## src/rtl/gpio_pkg.sv

```systemverilog
// -----------------------------------------------------------------------------
// gpio_pkg
//
// Shared definitions for the GPIO bus controller:
//   - byte offsets of the memory-mapped registers
//   - FSM state encoding (plain localparams so older tooling and waveform
//     viewers see the same numeric values)
//   - register-select enum plus the offset decoder
//   - merge_bytes(): byte-strobe merge used for the GPIO data path, the local
//     registers and the W1C clear mask
// -----------------------------------------------------------------------------
package gpio_pkg;

  // Register byte offsets. Address bits [1:0] are ignored by the decoder.
  localparam logic [31:0] GPIO_OFS_DATA   = 32'h00;
  localparam logic [31:0] GPIO_OFS_DIR    = 32'h04;
  localparam logic [31:0] GPIO_OFS_IN     = 32'h08;
  localparam logic [31:0] GPIO_OFS_IRQ_ST = 32'h0C;
  localparam logic [31:0] GPIO_OFS_IRQ_EN = 32'h10;

  // FSM state encoding.
  localparam logic [1:0] ST_IDLE   = 2'd0;
  localparam logic [1:0] ST_ACCESS = 2'd1;
  localparam logic [1:0] ST_RESP   = 2'd2;

  // Widest data path merge_bytes() handles. Callers zero-extend their operands
  // and truncate the result back to their own width.
  localparam int GPIO_MAX_W  = 256;
  localparam int GPIO_MAX_SW = GPIO_MAX_W / 8;

  typedef enum logic [2:0] {
    SEL_DATA,
    SEL_DIR,
    SEL_IN,
    SEL_IRQ_ST,
    SEL_IRQ_EN,
    SEL_NONE
  } reg_sel_e;

  // Map a byte offset onto a register select; the two low bits are dropped so
  // any byte address inside a word selects that word.
  function automatic reg_sel_e decode_ofs(input logic [31:0] byte_ofs);
    logic [31:0] word_ofs;
    reg_sel_e    sel;
    word_ofs = byte_ofs & 32'hFFFF_FFFC;
    case (word_ofs)
      GPIO_OFS_DATA:   sel = SEL_DATA;
      GPIO_OFS_DIR:    sel = SEL_DIR;
      GPIO_OFS_IN:     sel = SEL_IN;
      GPIO_OFS_IRQ_ST: sel = SEL_IRQ_ST;
      GPIO_OFS_IRQ_EN: sel = SEL_IRQ_EN;
      default:         sel = SEL_NONE;
    endcase
    return sel;
  endfunction

  // Per byte: strobe set -> take new_val, otherwise keep old_val.
  function automatic logic [GPIO_MAX_W-1:0] merge_bytes(
    input logic [GPIO_MAX_W-1:0]  old_val,
    input logic [GPIO_MAX_W-1:0]  new_val,
    input logic [GPIO_MAX_SW-1:0] strb
  );
    logic [GPIO_MAX_W-1:0] res;
    res = old_val;
    for (int b = 0; b < GPIO_MAX_SW; b++) begin
      if (strb[b]) res[b*8 +: 8] = new_val[b*8 +: 8];
    end
    return res;
  endfunction

endpackage

```

## src/rtl/gpio_in_sync.sv

```systemverilog
// -----------------------------------------------------------------------------
// gpio_in_sync
//
// Brings the asynchronous GPIO pins into the clk domain through a chain of
// SYNC_STAGES flops and flags synchronized 0->1 transitions.
//
// Ports:
//   clk        system clock
//   rst_n      asynchronous active-low reset
//   pin_in     raw asynchronous pin levels            [WIDTH]
//   sync_val   last synchronizer stage                [WIDTH]
//   rise_pulse one-cycle pulse per pin on a 0->1 edge [WIDTH]
// -----------------------------------------------------------------------------
module gpio_in_sync #(
  parameter int WIDTH       = 32,
  parameter int SYNC_STAGES = 2
) (
  input  logic             clk,
  input  logic             rst_n,
  input  logic [WIDTH-1:0] pin_in,
  output logic [WIDTH-1:0] sync_val,
  output logic [WIDTH-1:0] rise_pulse
);

  // Stage 0 is the metastability-catching flop; stage SYNC_STAGES-1 is the
  // first one safe to use as a level.
  logic [SYNC_STAGES-1:0][WIDTH-1:0] stage_q;
  // One extra delayed copy of the last stage for edge detection.
  logic [WIDTH-1:0]                  last_q;

  // NOTE: the synchronizer chain is reset like any other state; otherwise the
  // edge detector could report a spurious rise on the first cycles out of reset.
  always_ff @(posedge clk or negedge rst_n) begin
    if (!rst_n) begin
      stage_q <= '0;
      last_q  <= '0;
    end else begin
      // NOTE: non-blocking assignments so every stage samples the value its
      // predecessor held before this edge, forming a true shift chain.
      stage_q <= {stage_q[SYNC_STAGES-2:0], pin_in};
      last_q  <= stage_q[SYNC_STAGES-1];
    end
  end

  assign sync_val   = stage_q[SYNC_STAGES-1];
  assign rise_pulse = stage_q[SYNC_STAGES-1] & ~last_q;

endmodule

```

## src/rtl/gpio_bus_ctrl.sv

```systemverilog
// -----------------------------------------------------------------------------
// gpio_bus_ctrl
//
// Memory-mapped bus slave in front of an external GPIO data register. Each
// request runs IDLE -> ACCESS -> RESP; the external register is strobed during
// ACCESS and the response is presented for one cycle in RESP.
//
// Register map (byte offsets, bits [1:0] ignored):
//   0x00 DATA_OUT   RW  held in the external GPIO register
//   0x04 DIR        RW  per-pin output enable
//   0x08 DATA_IN    RO  synchronized pins (writes ignored, no error)
//   0x0C IRQ_STATUS W1C sticky rising-edge flags, set wins over clear
//   0x10 IRQ_EN     RW  interrupt mask
//   other           read 0 / write ignored, bus_err=1
//
// Ports:
//   clk, rst_n                         clock, async active-low reset
//   bus_valid/we/addr/wdata/wstrb      request (held until bus_ready)
//   bus_ready/rdata/err                one-cycle completion and response
//   gpio_en/wr/wdata, gpio_rdata       strobes to / data from GPIO register
//   gpio_in                            asynchronous pin inputs
//   gpio_oe                            per-pin output enable (= DIR)
//   irq                                level interrupt, registered
// -----------------------------------------------------------------------------
module gpio_bus_ctrl #(
  parameter int WIDTH       = 32,
  parameter int SYNC_STAGES = 2,
  parameter int ADDR_W      = 5
) (
  input  logic               clk,
  input  logic               rst_n,
  input  logic               bus_valid,
  input  logic               bus_we,
  input  logic [ADDR_W-1:0]  bus_addr,
  input  logic [WIDTH-1:0]   bus_wdata,
  input  logic [WIDTH/8-1:0] bus_wstrb,
  output logic               bus_ready,
  output logic [WIDTH-1:0]   bus_rdata,
  output logic               bus_err,
  output logic               gpio_en,
  output logic               gpio_wr,
  output logic [WIDTH-1:0]   gpio_wdata,
  input  logic [WIDTH-1:0]   gpio_rdata,
  input  logic [WIDTH-1:0]   gpio_in,
  output logic [WIDTH-1:0]   gpio_oe,
  output logic               irq
);

  import gpio_pkg::*;

  localparam int SW = WIDTH / 8;

  // Narrow wrapper around the package merge for this instance's width.
  function automatic logic [WIDTH-1:0] merge_w(
    input logic [WIDTH-1:0] old_val,
    input logic [WIDTH-1:0] new_val,
    input logic [SW-1:0]    strb
  );
    return WIDTH'(merge_bytes(GPIO_MAX_W'(old_val), GPIO_MAX_W'(new_val),
                              GPIO_MAX_SW'(strb)));
  endfunction

  // ---------------------------------------------------------------------------
  // State
  // ---------------------------------------------------------------------------
  logic [1:0]        state_q;
  logic              lat_we;
  logic [ADDR_W-1:0] lat_addr;
  logic [WIDTH-1:0]  lat_wdata;
  logic [SW-1:0]     lat_wstrb;

  logic [WIDTH-1:0]  dir_q;
  logic [WIDTH-1:0]  irq_st_q;
  logic [WIDTH-1:0]  irq_en_q;

  logic [WIDTH-1:0]  sync_val;
  logic [WIDTH-1:0]  rise_pulse;

  // ---------------------------------------------------------------------------
  // Input synchronizer and edge detector
  // ---------------------------------------------------------------------------
  gpio_in_sync #(
    .WIDTH       (WIDTH),
    .SYNC_STAGES (SYNC_STAGES)
  ) u_in_sync (
    .clk        (clk),
    .rst_n      (rst_n),
    .pin_in     (gpio_in),
    .sync_val   (sync_val),
    .rise_pulse (rise_pulse)
  );

  // ---------------------------------------------------------------------------
  // Decode
  // ---------------------------------------------------------------------------
  logic     accept;     // request taken at this edge
  reg_sel_e req_sel;    // select of the request on the bus (IDLE)
  reg_sel_e acc_sel;    // select of the latched request (ACCESS)
  logic     acc_wr_en;  // latched write being executed this cycle
  logic     req_data_wr;

  assign accept      = (state_q == ST_IDLE) && bus_valid;
  assign req_sel     = decode_ofs(32'(bus_addr));
  assign acc_sel     = decode_ofs(32'(lat_addr));
  assign acc_wr_en   = (state_q == ST_ACCESS) && lat_we;
  assign req_data_wr = accept && bus_we && (req_sel == SEL_DATA);

  // Bit mask of the strobed bytes; W1C clears only the 1s inside that mask.
  logic [WIDTH-1:0] wr_mask;
  logic [WIDTH-1:0] w1c_clr;
  logic [WIDTH-1:0] irq_st_d;

  assign wr_mask  = merge_w('0, {WIDTH{1'b1}}, lat_wstrb);
  assign w1c_clr  = (acc_wr_en && (acc_sel == SEL_IRQ_ST)) ? (lat_wdata & wr_mask) : '0;
  // A rise in the same cycle as its clear keeps the flag set.
  assign irq_st_d = (irq_st_q & ~w1c_clr) | rise_pulse;

  // Response data computed during ACCESS, registered into RESP.
  logic [WIDTH-1:0] acc_rdata;
  logic             acc_err;

  // NOTE: every signal assigned in this always_comb gets a default first, so no
  // path leaves it unassigned and no latch is inferred.
  always_comb begin
    acc_rdata = '0;
    acc_err   = 1'b0;
    case (acc_sel)
      SEL_DATA:   acc_rdata = gpio_rdata;
      SEL_DIR:    acc_rdata = dir_q;
      SEL_IN:     acc_rdata = sync_val;
      SEL_IRQ_ST: acc_rdata = irq_st_q;
      SEL_IRQ_EN: acc_rdata = irq_en_q;
      default:    acc_err   = 1'b1;
    endcase
    // Writes complete with zero data; only the error flag is meaningful.
    if (lat_we) acc_rdata = '0;
  end

  // ---------------------------------------------------------------------------
  // FSM and request latch
  // ---------------------------------------------------------------------------
  always_ff @(posedge clk or negedge rst_n) begin
    if (!rst_n) begin
      state_q   <= ST_IDLE;
      lat_we    <= 1'b0;
      lat_addr  <= '0;
      lat_wdata <= '0;
      lat_wstrb <= '0;
    end else begin
      case (state_q)
        ST_IDLE: begin
          if (bus_valid) begin
            lat_we    <= bus_we;
            lat_addr  <= bus_addr;
            lat_wdata <= bus_wdata;
            lat_wstrb <= bus_wstrb;
            state_q   <= ST_ACCESS;
          end
        end
        // bus_valid is not looked at again: a dropped request still completes.
        ST_ACCESS: state_q <= ST_RESP;
        ST_RESP:   state_q <= ST_IDLE;
        default:   state_q <= ST_IDLE;
      endcase
    end
  end

  // ---------------------------------------------------------------------------
  // GPIO register strobes: loaded on the accepting edge so they are high for
  // exactly the ACCESS cycle. The current gpio_rdata is stable until this very
  // strobe lands, so merging against it here gives the ACCESS-time value.
  // ---------------------------------------------------------------------------
  always_ff @(posedge clk or negedge rst_n) begin
    if (!rst_n) begin
      gpio_en    <= 1'b0;
      gpio_wr    <= 1'b0;
      gpio_wdata <= '0;
    end else begin
      gpio_en <= accept && (req_sel == SEL_DATA);
      gpio_wr <= req_data_wr;
      if (req_data_wr) gpio_wdata <= merge_w(gpio_rdata, bus_wdata, bus_wstrb);
    end
  end

  // ---------------------------------------------------------------------------
  // Response
  // ---------------------------------------------------------------------------
  always_ff @(posedge clk or negedge rst_n) begin
    if (!rst_n) begin
      bus_ready <= 1'b0;
      bus_rdata <= '0;
      bus_err   <= 1'b0;
    end else begin
      bus_ready <= (state_q == ST_ACCESS);
      if (state_q == ST_ACCESS) begin
        bus_rdata <= acc_rdata;
        bus_err   <= acc_err;
      end else begin
        bus_rdata <= '0;
        bus_err   <= 1'b0;
      end
    end
  end

  // ---------------------------------------------------------------------------
  // Local registers and interrupt
  // ---------------------------------------------------------------------------
  always_ff @(posedge clk or negedge rst_n) begin
    if (!rst_n) begin
      dir_q    <= '0;
      irq_en_q <= '0;
      irq_st_q <= '0;
      irq      <= 1'b0;
    end else begin
      if (acc_wr_en && (acc_sel == SEL_DIR))
        dir_q <= merge_w(dir_q, lat_wdata, lat_wstrb);
      if (acc_wr_en && (acc_sel == SEL_IRQ_EN))
        irq_en_q <= merge_w(irq_en_q, lat_wdata, lat_wstrb);
      irq_st_q <= irq_st_d;
      irq      <= |(irq_st_q & irq_en_q);
    end
  end

  assign gpio_oe = dir_q;

endmodule

```

## config.mk

```make
export PLATFORM = sky130hd
export DESIGN_NAME = gpio_bus_ctrl
export DESIGN_NICKNAME = d
export VERILOG_FILES = /design/src/rtl/gpio_pkg.sv /design/src/rtl/gpio_in_sync.sv /design/src/rtl/gpio_bus_ctrl.sv
export SDC_FILE = /design/constraint.sdc
export NUM_CORES = 1
export LEC_CHECK = 0
export BUFFER_PORTS_ARGS = -buffer_cell sky130_fd_sc_hd__buf_4
export CORE_ASPECT_RATIO = 1.75
export CORE_MARGIN = 10
export CORE_UTILIZATION = 60
export DETAILED_ROUTE_END_ITERATION = 16
export PLACE_DENSITY_LB_ADDON = 0.08
export SETUP_SLACK_MARGIN = 0.2
export SKIP_LAST_GASP = 1
export SLEW_MARGIN = 40
export SYNTH_ARGS = -nofsm -noshare
export SYNTH_HDL_FRONTEND = slang
export SYNTH_SLANG_ARGS = --single-unit
```

## constraint.sdc

```tcl
create_clock -name clk -period 5.05 [get_ports clk]
set_input_delay 0.7575 -clock clk [delete_from_list [all_inputs] [get_ports clk]]
set_output_delay 0.7575 -clock clk [all_outputs]
set_load 0.05 [all_outputs]
```

# After elaboration in Yosys (flattened, before gate mapping)
# Cells that the tools add are included.
# word_totals
register_bits	305
in_bits	109
output_inout_bits	101
word_cells	87
# op_classes
n_eq_ne	14
mux	18
bitwise_logic	7
reduce_logical	24
# ops
op	count
$pmux W32 S5	1
$and A32 B32 Y32	4
$mux W32	3
$logic_not A32 Y1	2
$mux W8	8
$not A32 Y32	2
$or A32 B32 Y32	1
$reduce_or A32 Y1	1
$pmux W3 S5	2
$eq A3 B2 Y1 const B	6
$reduce_and A2 Y1	9
$eq A3 B1 Y1 const B	3
$eq A3 B3 Y1 const B	3
$logic_and A1 B1 Y1	8
$logic_not A3 Y1	2
$reduce_or A5 Y1	1
$pmux W2 S2	1
$eq A2 B1 Y1 const B	1
$logic_not A2 Y1	1
$mux W1	2
$mux W2	1
$ne A2 B2 Y1 const B	1

# Depth between registers and ports, before layout
# depth
word_depth	8
depth_mapped	7

# By module
# Synthesis repeated with hierarchy kept, for this count alone.
# hier_totals
cells_unflattened	873
hier_area_um2	12398.1
# by_module_without_submodules
mod	n_inst	cells_per_inst	area_each_um2	seq_area_each_um2
gpio_bus_ctrl	1	713	9315.2	5180.0
gpio_in_sync	1	160	3083.0	2402.3

# Worst setup path after synthesis
# OpenSTA, ideal clock, no wires.
# synth_timing
path_kind	input -> register
startpoint	input port bus_valid
endpoint	register gpio_wdata[25]
setup_time_ns	0.128
arrival_ns	1.856
required_time_ns	4.922
setup_slack_ns	3.067
path_stages	6
path_buffers	2
cell_sequence	nor3b_2 buf_4 nor4b_4 nand2_2 buf_6 mux2_1
# synth_via
elab_chain_cells	3
# synth_rtl
element	line	text
start, declared	gpio_bus_ctrl.sv:32	input logic bus_valid,
$logic_and A1 B1 Y1	gpio_bus_ctrl.sv:102	assign accept = (state_q == ST_IDLE) && bus_valid;
$logic_and A1 B1 Y1 (2 in series)	gpio_bus_ctrl.sv:106	assign req_data_wr = accept && bus_we && (req_sel == SEL_DATA);
end signal, assigned	gpio_bus_ctrl.sv:181	if (req_data_wr) gpio_wdata <= merge_w(gpio_rdata, bus_wdata, bus_wstrb);
end, declared	gpio_bus_ctrl.sv:42	output logic [WIDTH-1:0] gpio_wdata,
# No other way between the ends.
# A chain may end at the register's enable or synchronous reset.

# Final worst setup path
# layout_timing
startpoint	register lat_addr[3]
endpoint	register irq_en_q[8]
# layout_via
elab_chain_cells	5
word_cells_on_any_way	9
# layout_rtl
element	line	text
start, declared	gpio_bus_ctrl.sv:68	logic [ADDR_W-1:0] lat_addr;
start signal, assigned	gpio_bus_ctrl.sv:154	lat_addr <= bus_addr;
$logic_not A32 Y1, or another cell as far along	gpio_pkg.sv:46	case (word_ofs)
$pmux W3 S5 (*)	gpio_pkg.sv:46	
$eq A3 B3 Y1 (*)	gpio_bus_ctrl.sv:217	if (acc_wr_en && (acc_sel == SEL_IRQ_EN))
$logic_and A1 B1 Y1 (*)	gpio_bus_ctrl.sv:217	
$reduce_and A2 Y1 (no source line) (*)	-	
end signal, assigned	gpio_bus_ctrl.sv:218	irq_en_q <= merge_w(irq_en_q, lat_wdata, lat_wstrb);
end, declared	gpio_bus_ctrl.sv:74	logic [WIDTH-1:0] irq_en_q;
# Mark *: on every way between the ends. The rest lies on a longest branch, timed or not.

==> flow_summary.ini <==
[synth]
synth_area_um2 = 11960
avgSynthCellArea_um2 = 14.14
synth_fp_nets = 955
ys_seq_area_frac = 0.6338
yosysUniqueCellTypes = 35
ys_warn_count = 0
synthCells = 846
synth-seq-cells = 303

[pwr]
p_leak_uw = 0.007048
switching_share = 0.3404
internal_power_uw = 5028
ir_drop_uv = 389.0
power_density_nw_per_um2 = 517.8
switchingPower_uw = 2595
power_frac_comb = 0.281
p_seq_frac = 0.427
clockPowerShare = 0.293

[worst_setup_path]
endpoint_kind = register
cp.required_ns = 5.48
cp.arrival_ns = 3.48
path_class = reg2reg
critPathMaxFanout = 41
crit_path_start_kind = register

[clock_tree]
htree_levels = 1
cts_root_buf = clkbuf_16
numCtsBuffers = 27
clock-sinks = 303
cts_tree = built
cts_setup_buffers = 0
hold_buffers = 0
insertion_delay_ns = 0.54
clk_path_buf_depth = 3
ctsResizeCount = 0
clkSlewWorstSetupHoldPaths_ns = 0.07

[timing]
rsz0062_at_grt = no
tns_ns = 0
post-route-period-util = 0.6050
max_clock_freq_ghz = 0.3273
finalClockSkew_ns = 0.01691
worstMarginPinSlew_ns = 0.8721
maxSlewHeadroom = 0.4165
drv_slew = 0
hold_violations = 0
min_period_ns = 3.055
setup_viol_count_final = 0

[floorplan]
initial_core_util = 0.6087
dieWidth_um = 126.7
ios = 210
core-area_um2 = 19650
die_h_um = 206.8
fp.dieArea_um2 = 26210
rows = 68

[routing]
route.vias.total = 7752
final_antenna_net_count = 0
drt_pass1_iterations = 5
viasPerCell = 5.891
wl_per_cell_um = 24.35
drt_iter0_drc = 652
drc = 0
routed_wirelength_um = 32050

[grt]
track_usage = 0.2399
antenna_found_initial = 1
grt_pass1_vias = 8519
grt_pass1_wl_um = 49220
grt-ovfl-total = 0
grt_max_degree = 112

[layout]
final_cell_mix = dfrtp_1, buf_4, mux2_2
drive_gt1_frac = 0.4168
areaGrowthSynthToFinish_pct = 23.06
final_common_cell = dfrtp_1
fin_nets = 1159
stdcell_count = 1316

[placement]
gp_congestion = 0.8564
dp.cells = 1266
io_buffers = 207
place_hpwl_um = 22120

[run]
cap_violations = 0

[min_path]
hold_path_class = in2async

[outcome]
status = complete, no violations
## cell families after synthesis
| kind of cell | share of synthesized area |
|---|---|
| flip-flops | 0.6338 |
| multiplexers | 0.1927 |
| buffers and inverters | 0.02939 |
| AO/OA/AOI/OAI | 0.08628 |
| AND/OR/NAND/NOR | 0.05783 |
## stage by stage
step	instance area, um2	util	power (uW)	hold WS [ns]	setup slack, ns
after detailed placement	13750	0.6995	5439	0.3347	2.055
after floorplan	11960	-	4613	0.3312	3.067
after global placement	13740	0.6989	5388	0.3323	2.078
final	14720	0.7491	7623	0.1845	1.995
after CTS	14720	0.7490	7666	0.1940	2.025
after global routing	14720	0.7491	7915	0.2137	1.955
## power groups by stage
stage          registers (uW)  clock network (uW)  logic [uW]
6_report                 3250                2230        2140
5_1_grt                  3310                2350        2260
4_1_cts                  3250                2260        2160
3_5_place_dp             3290                   0        2150
3_3_place_gp             3280                   0        2110
2_1_floorplan            3800                   0         814
## Yosys cell counts, drive strengths merged
cell / n / area share
clkbuf: 25 / 0.0078
or4: 1 / 0.00063
inv: 34 / 0.011
and4bb: 1 / 0.0010
dfrtp: 303 / 0.63
mux2: 171 / 0.17
a22oi: 48 / 0.030
a22o: 32 / 0.023
nand4: 4 / 0.0021
mux2i: 26 / 0.022
nor2: 2 / 0.00063
o211ai: 1 / 0.00063
and2: 6 / 0.0031
clkinv: 2 / 0.00063
buf: 20 / 0.010
and3: 5 / 0.0026
nor2b: 4 / 0.0021
nor4b: 1 / 0.0020
a211o: 3 / 0.0022
nand3b: 23 / 0.014
nor3b: 3 / 0.0032
nand2: 63 / 0.025
a32oi: 6 / 0.0044
o21ai: 26 / 0.011
a21oi: 35 / 0.015
nand2b: 1 / 0.00052
## registers in the layout, indices dropped and copies added (netlist names)
register            flops
irq                     1
state_q                 2
gpio_en                 1
u_in_sync.sync_val     32
irq_st_q               32
gpio_wr                 1
bus_ready               1
lat_we                  1
gpio_oe                32
bus_rdata              32
irq_en_q               32
lat_wdata              32
u_in_sync.stage_q      32
bus_err                 1
lat_wstrb               4
u_in_sync.last_q       32
lat_addr                3
gpio_wdata             32
## worst paths after layout
path | startpoint | end | slack (ns) | cells past startpoint
worst max-delay path | lat_addr[3] | irq_en_q[8] | 1.99 | 5
worst min-delay path | rst_n | gpio_oe[25] | 0.18 | 1
worst max register to register | lat_addr[3] | irq_en_q[8] | 1.99 | 5
worst min register to register | u_in_sync.stage_q[4] | u_in_sync.sync_val[4] | 0.35 | 0
max in group asynchronous | rst_n | u_in_sync.last_q[18] | 3.75 | 2
min in group clk | gpio_in[2] | u_in_sync.stage_q[2] | 0.32 | 1
## critical path, cell delays in order, from the launching register on
cell     delay, ns
dfrtp_2       0.55
buf_4         0.35
nor3b_4       0.70
and3_1        0.79
nand2_8       0.18
mux2_4        0.34
## per-layer routing
metal / wire length, um / track usage
met4: 1183 / 0.09510
met2: 17460 / 0.4387
met5: 0 / 0
met3: 1714 / 0.03809
met1: 11690 / 0.2729
## layout make-up
cell class,instances,area [um2]
antenna,1,2.502
timing repair buffer,220,1672
inverter,36,135.1
clock buffer,38,787.0
fill,1335,4931
tap,245,306.5
clock inverter,11,186.4
multi-input combinational,462,4049
sequential,303,7585
(Power assumes the default switching activity.)
